[src/rtl/note_lane_scroller.sv]
// note_lane_scroller: falling-note lane grid for the piano game VGA path.
// Scrolls the grid one row per tick toward the hit line, pulls new rows from
// the song player over valid/ready, and renders the pixel colour (1-cycle latency).
// Learn mode holds the scroll until the player presses exactly the bottom-row keys.
// Build macro SCORE_EN: builds the saturating hit/miss counters; otherwise both read 0.
module note_lane_scroller #(
    parameter int unsigned LANES      = 7,
    parameter int unsigned DEPTH      = 32,
    parameter int unsigned PERIOD     = 100000,
    parameter int unsigned X0         = 112,
    parameter int unsigned LANE_PITCH = 64,
    parameter int unsigned LANE_W     = 32,
    parameter int unsigned Y_BOTTOM   = 400,
    parameter int unsigned ROW_SHIFT  = 2
) (
    input  logic             vga_clk,
    input  logic             rst_n,
    input  logic [9:0]       pos_x,
    input  logic [9:0]       pos_y,
    input  logic             mode,
    input  logic [1:0]       shift,
    input  logic [LANES-1:0] key,
    input  logic             note_valid,
    input  logic [LANES-1:0] note_row,
    output logic             note_ready,
    output logic [LANES-1:0] bottom_row,
    output logic             stalled,
    output logic [15:0]      hit_cnt,
    output logic [15:0]      miss_cnt,
    output logic [23:0]      pos_data
);

    localparam int unsigned CNT_W   = (PERIOD > 1) ? $clog2(PERIOD) : 1;
    localparam int unsigned ROW_W   = (DEPTH > 1) ? $clog2(DEPTH) : 1;
    localparam logic [23:0] HIT_RGB = 24'hFFF200;
    localparam logic [23:0] NOTE_RGB = 24'h000000;

    logic [CNT_W-1:0]            cnt_q, cnt_d;
    logic [DEPTH-1:0][LANES-1:0] grid_q, grid_d;
    logic                        stalled_q, stalled_d;
    logic [23:0]                 pos_data_q, pos_data_d;

    logic             tick_c;
    logic             advance_c;
    logic [7:0]       bg_t_c;
    logic [23:0]      bg_rgb_c;
    logic [31:0]      row_c;
    logic             row_ok_c;
    logic [ROW_W-1:0] row_idx_c;

    // Scroll-period counter; tick fires on the last count of each period
    always_comb begin
        tick_c = (cnt_q == CNT_W'(PERIOD - 1));
        cnt_d  = tick_c ? '0 : cnt_q + CNT_W'(1);
    end

    // Advance decision: free-run always, learn mode only on empty or exactly-matched bottom row
    always_comb begin
        advance_c = 1'b0;
        if (tick_c) begin
            if (!mode) begin
                advance_c = 1'b1;
            end else if ((grid_q[0] == '0) || (key == grid_q[0])) begin
                advance_c = 1'b1;
            end
        end
    end

    // Grid shift toward the hit line and stall flag update
    always_comb begin
        grid_d    = grid_q;
        stalled_d = stalled_q;
        if (advance_c) begin
            for (int unsigned r = 0; r + 1 < DEPTH; r++) begin
                grid_d[r] = grid_q[r + 1];
            end
            grid_d[DEPTH-1] = note_valid ? note_row : '0;
        end
        if (tick_c) begin
            stalled_d = !advance_c;
        end
    end

    // Background gradient for the selected pitch band
    always_comb begin
        bg_t_c = 8'(((32'(pos_y) * 32'd2) / 32'd3) - 32'd1);
        case (shift)
            2'b10:   bg_rgb_c = {bg_t_c, bg_t_c, 8'hFF};
            2'b01:   bg_rgb_c = {8'hFF, bg_t_c, bg_t_c};
            default: bg_rgb_c = 24'hFFFFFF;
        endcase
    end

    // Pixel colour: lit grid cells over background, hit colour on pressed bottom-row notes
    always_comb begin
        row_c      = '0;
        row_ok_c   = 1'b0;
        pos_data_d = bg_rgb_c;
        if (32'(pos_y) < Y_BOTTOM) begin
            row_c    = (Y_BOTTOM - 32'd1 - 32'(pos_y)) >> ROW_SHIFT;
            row_ok_c = (row_c < DEPTH);
        end
        row_idx_c = ROW_W'(row_c);
        for (int unsigned l = 0; l < LANES; l++) begin
            if (row_ok_c
                && (32'(pos_x) >= X0 + l * LANE_PITCH)
                && (32'(pos_x) <  X0 + l * LANE_PITCH + LANE_W)
                && grid_q[row_idx_c][l]) begin
                pos_data_d = ((row_idx_c == '0) && key[l]) ? HIT_RGB : NOTE_RGB;
            end
        end
    end

    // State registers
    always_ff @(posedge vga_clk or negedge rst_n) begin
        if (!rst_n) begin
            cnt_q      <= '0;
            grid_q     <= '0;
            stalled_q  <= 1'b0;
            pos_data_q <= '0;
        end else begin
            cnt_q      <= cnt_d;
            grid_q     <= grid_d;
            stalled_q  <= stalled_d;
            pos_data_q <= pos_data_d;
        end
    end

`ifdef SCORE_EN
    logic [15:0] hit_q, hit_d;
    logic [15:0] miss_q, miss_d;
    logic [16:0] hit_sum_c;
    logic [16:0] miss_sum_c;

    // Saturating score update from the row leaving the grid
    always_comb begin
        hit_sum_c  = 17'(hit_q)  + 17'($countones(grid_q[0] & key));
        miss_sum_c = 17'(miss_q) + 17'($countones(grid_q[0] & ~key));
        hit_d      = hit_q;
        miss_d     = miss_q;
        if (advance_c) begin
            hit_d  = hit_sum_c[16]  ? 16'hFFFF : hit_sum_c[15:0];
            miss_d = miss_sum_c[16] ? 16'hFFFF : miss_sum_c[15:0];
        end
    end

    // Score registers
    always_ff @(posedge vga_clk or negedge rst_n) begin
        if (!rst_n) begin
            hit_q  <= '0;
            miss_q <= '0;
        end else begin
            hit_q  <= hit_d;
            miss_q <= miss_d;
        end
    end

    assign hit_cnt  = hit_q;
    assign miss_cnt = miss_q;
`else
    assign hit_cnt  = 16'h0;
    assign miss_cnt = 16'h0;
`endif

    assign note_ready = advance_c;
    assign bottom_row = grid_q[0];
    assign stalled    = stalled_q;
    assign pos_data   = pos_data_q;

endmodule

[config.mk]
export PLATFORM = sky130hd
export DESIGN_NAME = note_lane_scroller
export DESIGN_NICKNAME = d
export VERILOG_FILES = /design/src/rtl/note_lane_scroller.sv
export SDC_FILE = /design/constraint.sdc
export NUM_CORES = 1
export LEC_CHECK = 0
export BUFFER_PORTS_ARGS = -buffer_cell sky130_fd_sc_hd__buf_2
export CORE_MARGIN = 2
export CORE_UTILIZATION = 55
export CTS_BUF_LIST = sky130_fd_sc_hd__clkbuf_16
export DETAILED_ROUTE_END_ITERATION = 12
export GPL_ROUTABILITY_DRIVEN = 0
export PLACE_DENSITY_LB_ADDON = 0.08
export SLEW_MARGIN = 20
export SYNTH_ARGS = -nofsm -noshare
export SYNTH_HDL_FRONTEND = slang
export SYNTH_SLANG_ARGS = --single-unit
[constraint.sdc]
create_clock -name vga_clk -period 2.7 [get_ports vga_clk]
set_input_delay 0.54 -clock vga_clk [delete_from_list [all_inputs] [get_ports vga_clk]]
set_output_delay 0.54 -clock vga_clk [all_outputs]
set_load 0.05 [all_outputs]
==> metrics, run 1 <==
first-pass GRT wire length 63.4 mm; GRT Overall Usage 0.277; core area 0.0267 mm2; internal cell power 7.13 mW; clock power share 0.361; clock root buffer clkbuf_16; Remaining DRCs 0; ANT nets after route 0; failing checks setup timing; slowest stage delay, CP 0.53 ns; area leader, netlist dfrtp_1; Max transition margin 0.338; Setup Viol. Count Final 25; startpoint types primary input; R2R depth 12; Post-synth EDFFs 0; num rows 60; number of global-route vias before repair 12,200; max_cap viols 0; Arr. time, crit path 6.36 ns; final worst-path cycle share 2.19; Slew @ Worst Pin 0.991 ns; Synth Warn # 0; initial antenna violation count 0; largest net degree at the start of global routing 63; Global Route met3 Usage 0.0324; Crit-path slowest cell or4_4; switching power 3.11 mW; remaining global-route overflow 0; worst reg2reg setup slack -0.54 ns; hold_ws 0.229 ns; io pins 105; synthesis-stage register bit count 266; Post-Layout Cell Count 2,037; Fmax 169 MHz; NumNets Final 1,721; largest fanout on the critical path 5; Syn Inst Count 1,369; Async S/R FF share, synth 1.00; WL per Instance 19.4 um; layer with the highest usage met2; CP Depth 26; post-synthesis sequential area ratio 0.449; full die area 0.0283 mm2; Max rail drop VDD 0.497 mV; sequential power share 0.395; mapped cell area 0.0148 mm2; Inserted Clock Buffers 29; sw frac 0.304; met1 Use GR 0.378; Vias 12,200; RSZ-0062 raised after global routing yes; Ant. Diodes 0; CTS tree yes; classification of the worst setup path in2reg; layout cell share with drive strength beyond 1 0.458; worst endpoint required time 3.15 ns; DR iter-0 viols 935; ranking of synthesized cells by area dfrtp_1 (45%), mux2_2 (17%), mux2i_1 (3.8%); worst-skew pair later-pin latency 0.56 ns; clk slew on worst S/H paths 0.06 ns; post-synth top area share 0.449; WL final 39.6 mm; crit path time final 5.91 ns; die width 168 um; Comb pwr share 0.244; starting density of the core 0.554; htree depth 1; Final WS setup -3.21 ns; CTS Sinks 266; M2 GR Usage 0.456; Worst R2R Start grid_q[147]; Final Hold Vio Count 0; Final Slew Violations 0; syn_area_per_cell 10.8 um2; Synth cell types 94; worst hold path class in2reg; Post-Route Skew 0.0224 ns; Critical Path Sink pos_data[20]; Longest Clk Path Bufs 3; delay-heaviest family, CP simple AND/OR/NAND/NOR gates; pwr dens 532 mW/mm2; DP Wirelength 26.2 mm; placed insts 1,947; CP Capture Type flip-flop; leakage 9.01 nW; outcome finished, violations left; worst path bufs/invs 4; Detailed Routing Iterations Pass 1 7; die height 168 um; Critical Path Start pos_y[5]; fin util 0.721; number of fill cells in the layout 1,885; IO Port Bufs 68; Area growth, synth to finish 30.1%; R2R Path End pos_data[23]; Main synth FF type dfrtp_1; post-route setup TNS -65.26 ns; DR vias/cell 5.99
-- flip-flops by register name (all words and copies together), names as in the netlist --
signal      cells
cnt_q          17
stalled         1
pos_data       24
bottom_row      7
grid_q        217
-- kinds of logic after synthesis --
| family | synth area share |
|---|---|
| AO/OA/AOI/OAI | 0.147 |
| XOR/XNOR | 0.0207 |
| adder cells (fa/ha/maj) | 0.00676 |
| buffers and inverters | 0.0485 |
| flip-flops | 0.449 |
| multiplexers | 0.213 |
| other | 0.000253 |
| AND/OR/NAND/NOR | 0.115 |
-- worst min-delay path: cells and delay by family --
kind / cells / cell delay (ns)
AO/OA/AOI/OAI: 1 / 0.06
buffers and inverters: 1 / 0.08
AND/OR/NAND/NOR: 1 / 0.06
-- cell type report --
cell class,count,area [um2],share of cell area
tap,341,427,0.0221
clock buffer,29,726,0.0377
multi-input combinational,987,8320,0.432
inverter,27,121,0.00630
sequential,266,6660,0.346
timing repair buffer,362,2860,0.148
clock inverter,25,166,0.00864
-- per-layer routing --
layer / routed length, um / up-vias
met4: 1500 / 0
li1: - / 5644
met3: 1900 / 87
met1: 17300 / 6124
met2: 18800 / 340
met5: 0 / -
-- placed cells by master, fill, tap and decap left out, types with 13 or more instances in the layout --
cell type | netlist | routed
mux2i_1 | 56 | 54
o21ai_1 | 6 | 15
buf_12 | 0 | 14
o21ai_0 | 61 | 48
nor3_1 | 19 | 14
buf_4 | 39 | 269
xnor2_1 | 20 | 15
a21oi_1 | 58 | 43
a221oi_1 | 42 | 42
inv_1 | 24 | 23
nor2_1 | 69 | 62
conb_1 | 1 | 32
nand2_1 | 93 | 88
xor2_1 | 15 | 13
buf_2 | 4 | 64
dfrtp_1 | 266 | 264
nand3_1 | 41 | 38
a211oi_1 | 22 | 18
a21oi_2 | 2 | 14
mux2_2 | 220 | 219
clkbuf_16 | 0 | 31
clkinv_2 | 0 | 13
-- stage by stage --
stage | setup slack (ns) | area, um2 | power [mW]
6_report | -3.21 | 19300 | 10.2
2_1_floorplan | -4.10 | 15200 | 5.38
4_1_cts | -3.02 | 18900 | 10.2
3_3_place_gp | -3.83 | 17400 | 6.25
3_5_place_dp | -4.02 | 17400 | 6.26
5_1_grt | -3.34 | 19300 | 10.6
-- synthesized netlist by cell type, types with 8 or more instances --
master and n:
o21ai_0 61, ha_1 8, clkbuf_1 71, mux2_2 220, nor2_1 69, xnor2_1 20
mux2i_1 56, or2_2 11, and2_1 12, nor3_1 19, inv_1 24, nor2b_1 10
xor2_1 15, dfrtp_1 266, a211oi_1 22, nand2_1 93, o211ai_1 9, a21oi_1 58
o221ai_1 9, buf_4 39, nand3_1 41, a221oi_1 42
-- what timing repair did --
item / 4_1_cts / 5_1_grt
pin swaps: 53 / 33
gates resized for setup: 100 / 46
setup endpoints to repair: 25 / 164
hold endpoints to repair: 55 / 0
cloned: 0 / 2
hold buffers: 1 / 0
buffers inserted: 28 / 14
-- worst min path at each step --
stage                 from       endpoint  slack (ns)  depth (start not counted)
3_3_place_gp      cnt_q[0]       cnt_q[0]        0.47                          1
4_1_cts        note_row[5]    grid_q[222]        0.22                          3
6_report       note_row[5]    grid_q[222]        0.23                          3
3_5_place_dp      cnt_q[0]       cnt_q[0]        0.48                          1
5_1_grt        note_row[1]    grid_q[218]        0.25                          3
2_1_floorplan        rst_n  bottom_row[0]        0.24                          0
-- power by group through the flow --
stage	Sequential (mW)	Clock (mW)	Combinational (mW)
finish	4.05	3.70	2.50
global route	4.05	3.93	2.67
detailed placement	4.12	0	2.14
global placement	4.12	0	2.13
floorplan	4.29	0	1.09
CTS	4.05	3.76	2.35
Power figures use the tool's default switching activity.
==> run 2: changes to the inputs <==
==> constraint.sdc (replaced) <==
create_clock -name vga_clk -period 2.7 [get_ports vga_clk]
set_input_delay 0.405 -clock vga_clk [delete_from_list [all_inputs] [get_ports vga_clk]]
set_output_delay 0.405 -clock vga_clk [all_outputs]
set_load 0.05 [all_outputs]
==> run 2 against run 1 <==
Effect of this change: clock skew decreased by 0.00066 ns; sequential power about the same; the run still ends with setup timing left; utilization is 0.22 points higher; final area grew 0.31%; fmax increased by 2.8%; critical endpoint is now pos_data[4]; routed wire length is 1.8% lower; die area stayed put; largest power group unchanged; non-clock buffer count is 4 higher.
==> metrics, run 2 (synthesis gave the netlist of run 1 again) <==
WL final 38.9 mm (-1.8%); commonest cells after routing, fill and taps aside buf_4 (268), dfrtp_1 (265), mux2_2 (219), nand2_1 (89), buf_2 (64); CTS Sinks 266 (unchanged); Arr. time, crit path 6.22 ns (-0.14 ns); number of global-route vias before repair 11,900 (-2.4%); Ant. Diodes 0 (unchanged); failing checks setup timing; outcome finished, violations left; DR iter-0 viols 800 (-14%); startpoint types primary input; clk slew on worst S/H paths 0.06 ns (about the same); classification of the worst setup path in2reg; worst hold path class in2reg; worst reg2reg setup slack -0.47 ns (+0.07 ns); RSZ-0062 raised after global routing yes; area of the multi-input gates 0.00828 mm2 (-0.47%); sw frac 0.300 (-0.00427); Max transition margin 0.413 (+0.0750); max reg flops 217 (unchanged); leakage 9.08 nW (+0.75%); Comb pwr share 0.243 (about the same); IO Port Bufs 68 (unchanged); GRT Overall Usage 0.270 (-0.00701); number of fill cells in the layout 1,932 (+2.5%); die height 168 um (unchanged); worst-skew pair later-pin latency 0.56 ns (about the same); internal cell power 7.23 mW (+1.3%); CP Capture Type flip-flop; WL per Instance 19.1 um (-1.9%); Vias 12,100 (-1.2%); largest net degree at the start of global routing 70 (+11%); layout cell share with drive strength beyond 1 0.452 (-0.00552); DR vias/cell 5.91 (-1.3%); NumNets Final 1,725 (+0.23%); Final Hold Vio Count 0 (unchanged); max_cap viols 0 (unchanged); first-pass GRT wire length 61.7 mm (-2.6%); post-route setup TNS -64.52 ns (+0.739 ns); full die area 0.0283 mm2 (unchanged); starting density of the core 0.554 (unchanged); switching power 3.09 mW (-0.72%); DP Wirelength 26.1 mm (-0.42%); htree depth 1 (unchanged); delay-heaviest family, CP simple AND/OR/NAND/NOR gates; hold_ws 0.0806 ns (-0.148 ns); commonest non-fill, non-tap cell in the layout buf_4; slowest stage delay, CP 0.53 ns (about the same); Max rail drop VDD 0.540 mV (+8.6%); final worst-path cycle share 2.13 (-0.0588); remaining global-route overflow 0 (unchanged); worst endpoint required time 3.17 ns (+0.02 ns); pwr dens 534 mW/mm2 (+0.38%); ANT nets after route 0 (unchanged); Post-Route Skew 0.0217 ns (-0.000656 ns); Fmax 174 MHz (+2.8%); worst path bufs/invs 4 (unchanged); num rows 60 (unchanged); Crit-path slowest cell or4_4; Final WS setup -3.05 ns (+0.159 ns); CTS tree yes; FF+latch area 0.00666 mm2 (about the same); Final Slew Violations 0 (unchanged); die width 168 um (unchanged); crit path time final 5.75 ns (-0.159 ns); core area 0.0267 mm2 (unchanged); Area growth, synth to finish 30.5%; Slew @ Worst Pin 0.881 ns (-0.110 ns); sequential power share 0.392 (-0.003); Inserted Clock Buffers 29 (unchanged); clock root buffer clkbuf_16; Detailed Routing Iterations Pass 1 6 (-1); largest fanout on the critical path 5 (unchanged); clock power share 0.365 (+0.004); Top reg by flops grid_q; io pins 105 (unchanged); Setup Viol. Count Final 25 (unchanged); Longest Clk Path Bufs 3 (unchanged); initial antenna violation count 0 (unchanged); Remaining DRCs 0 (unchanged)
## run 2: power groups by stage
stage | registers (mW) | logic [mW] | clock network [mW]
after detailed placement | 4.12 | 2.14 | 0
after floorplan | 4.29 | 1.09 | 0
after global routing | 4.05 | 2.67 | 3.97
final | 4.05 | 2.51 | 3.76
after CTS | 4.05 | 2.28 | 3.84
after global placement | 4.12 | 2.12 | 0
## run 2: worst paths after layout
check / from / to / cells after the start
worst max-delay path: pos_y[5] / pos_data[4] / 25
worst min-delay path: note_row[5] / grid_q[222] / 3
worst max register to register: grid_q[147] / pos_data[23] / 12
worst min register to register: cnt_q[0] / cnt_q[0] / 1
max in group asynchronous: rst_n / grid_q[176] / 3
min in group asynchronous: rst_n / grid_q[142] / 2
## run 2: per-stage QoR
| stage | utilization | area, um2 | instances | setup slack (ns) | power (mW) |
|---|---|---|---|---|---|
| after global routing | 0.723 | 19300 | 2040 | -3.22 | 10.7 |
| after floorplan | - | 15200 | 1400 | -3.97 | 5.38 |
| after global placement | 0.654 | 17500 | 1955 | -3.69 | 6.24 |
| after CTS | 0.706 | 18900 | 2025 | -2.96 | 10.2 |
| after detailed placement | 0.654 | 17500 | 1955 | -3.84 | 6.26 |
| final | 0.723 | 19300 | 2040 | -3.05 | 10.3 |
## run 2: what timing repair did
action	in CTS	in global routing
buffers inserted	21	15
hold buffers	1	0
hold endpoints to repair	63	0
endpoints found under the setup margin	25	226
pin swaps	39	36
gates resized for setup	72	67
gates cloned	1	2
## run 2: final cells by class
cell class | instances | area share
Clock buffer | 29 | 0.0375
Clock inverter | 24 | 0.00919
Inverter | 27 | 0.00628
Multi-Input combinational cell | 987 | 0.428
Sequential cell | 266 | 0.344
Tap cell | 341 | 0.0221
Timing Repair Buffer | 366 | 0.152
## run 2: layer usage
metal | part of all wire | vias up | wire [um] | global-route usage
met5 | 0 | - | 0 | 0
met4 | 0.026 | 0 | 1020 | 0.0791
met3 | 0.040 | 62 | 1550 | 0.0273
li1 | - | 5667 | - | -
met1 | 0.45 | 6017 | 17600 | 0.372
met2 | 0.48 | 305 | 18700 | 0.456
## run 2: worst reg2reg max path, stage by stage, from the launching register on
cell and delay [ns]:
dfrtp_1 0.39, or2_2 0.29, mux4_2 0.44, nor2b_1 0.14, o32ai_1 0.39, buf_4 0.19, a221oi_1 0.10, a222oi_1 0.37
nand3_1 0.13, nand3_1 0.16, a21boi_0 0.19, buf_4 0.17, o21ai_1 0.07
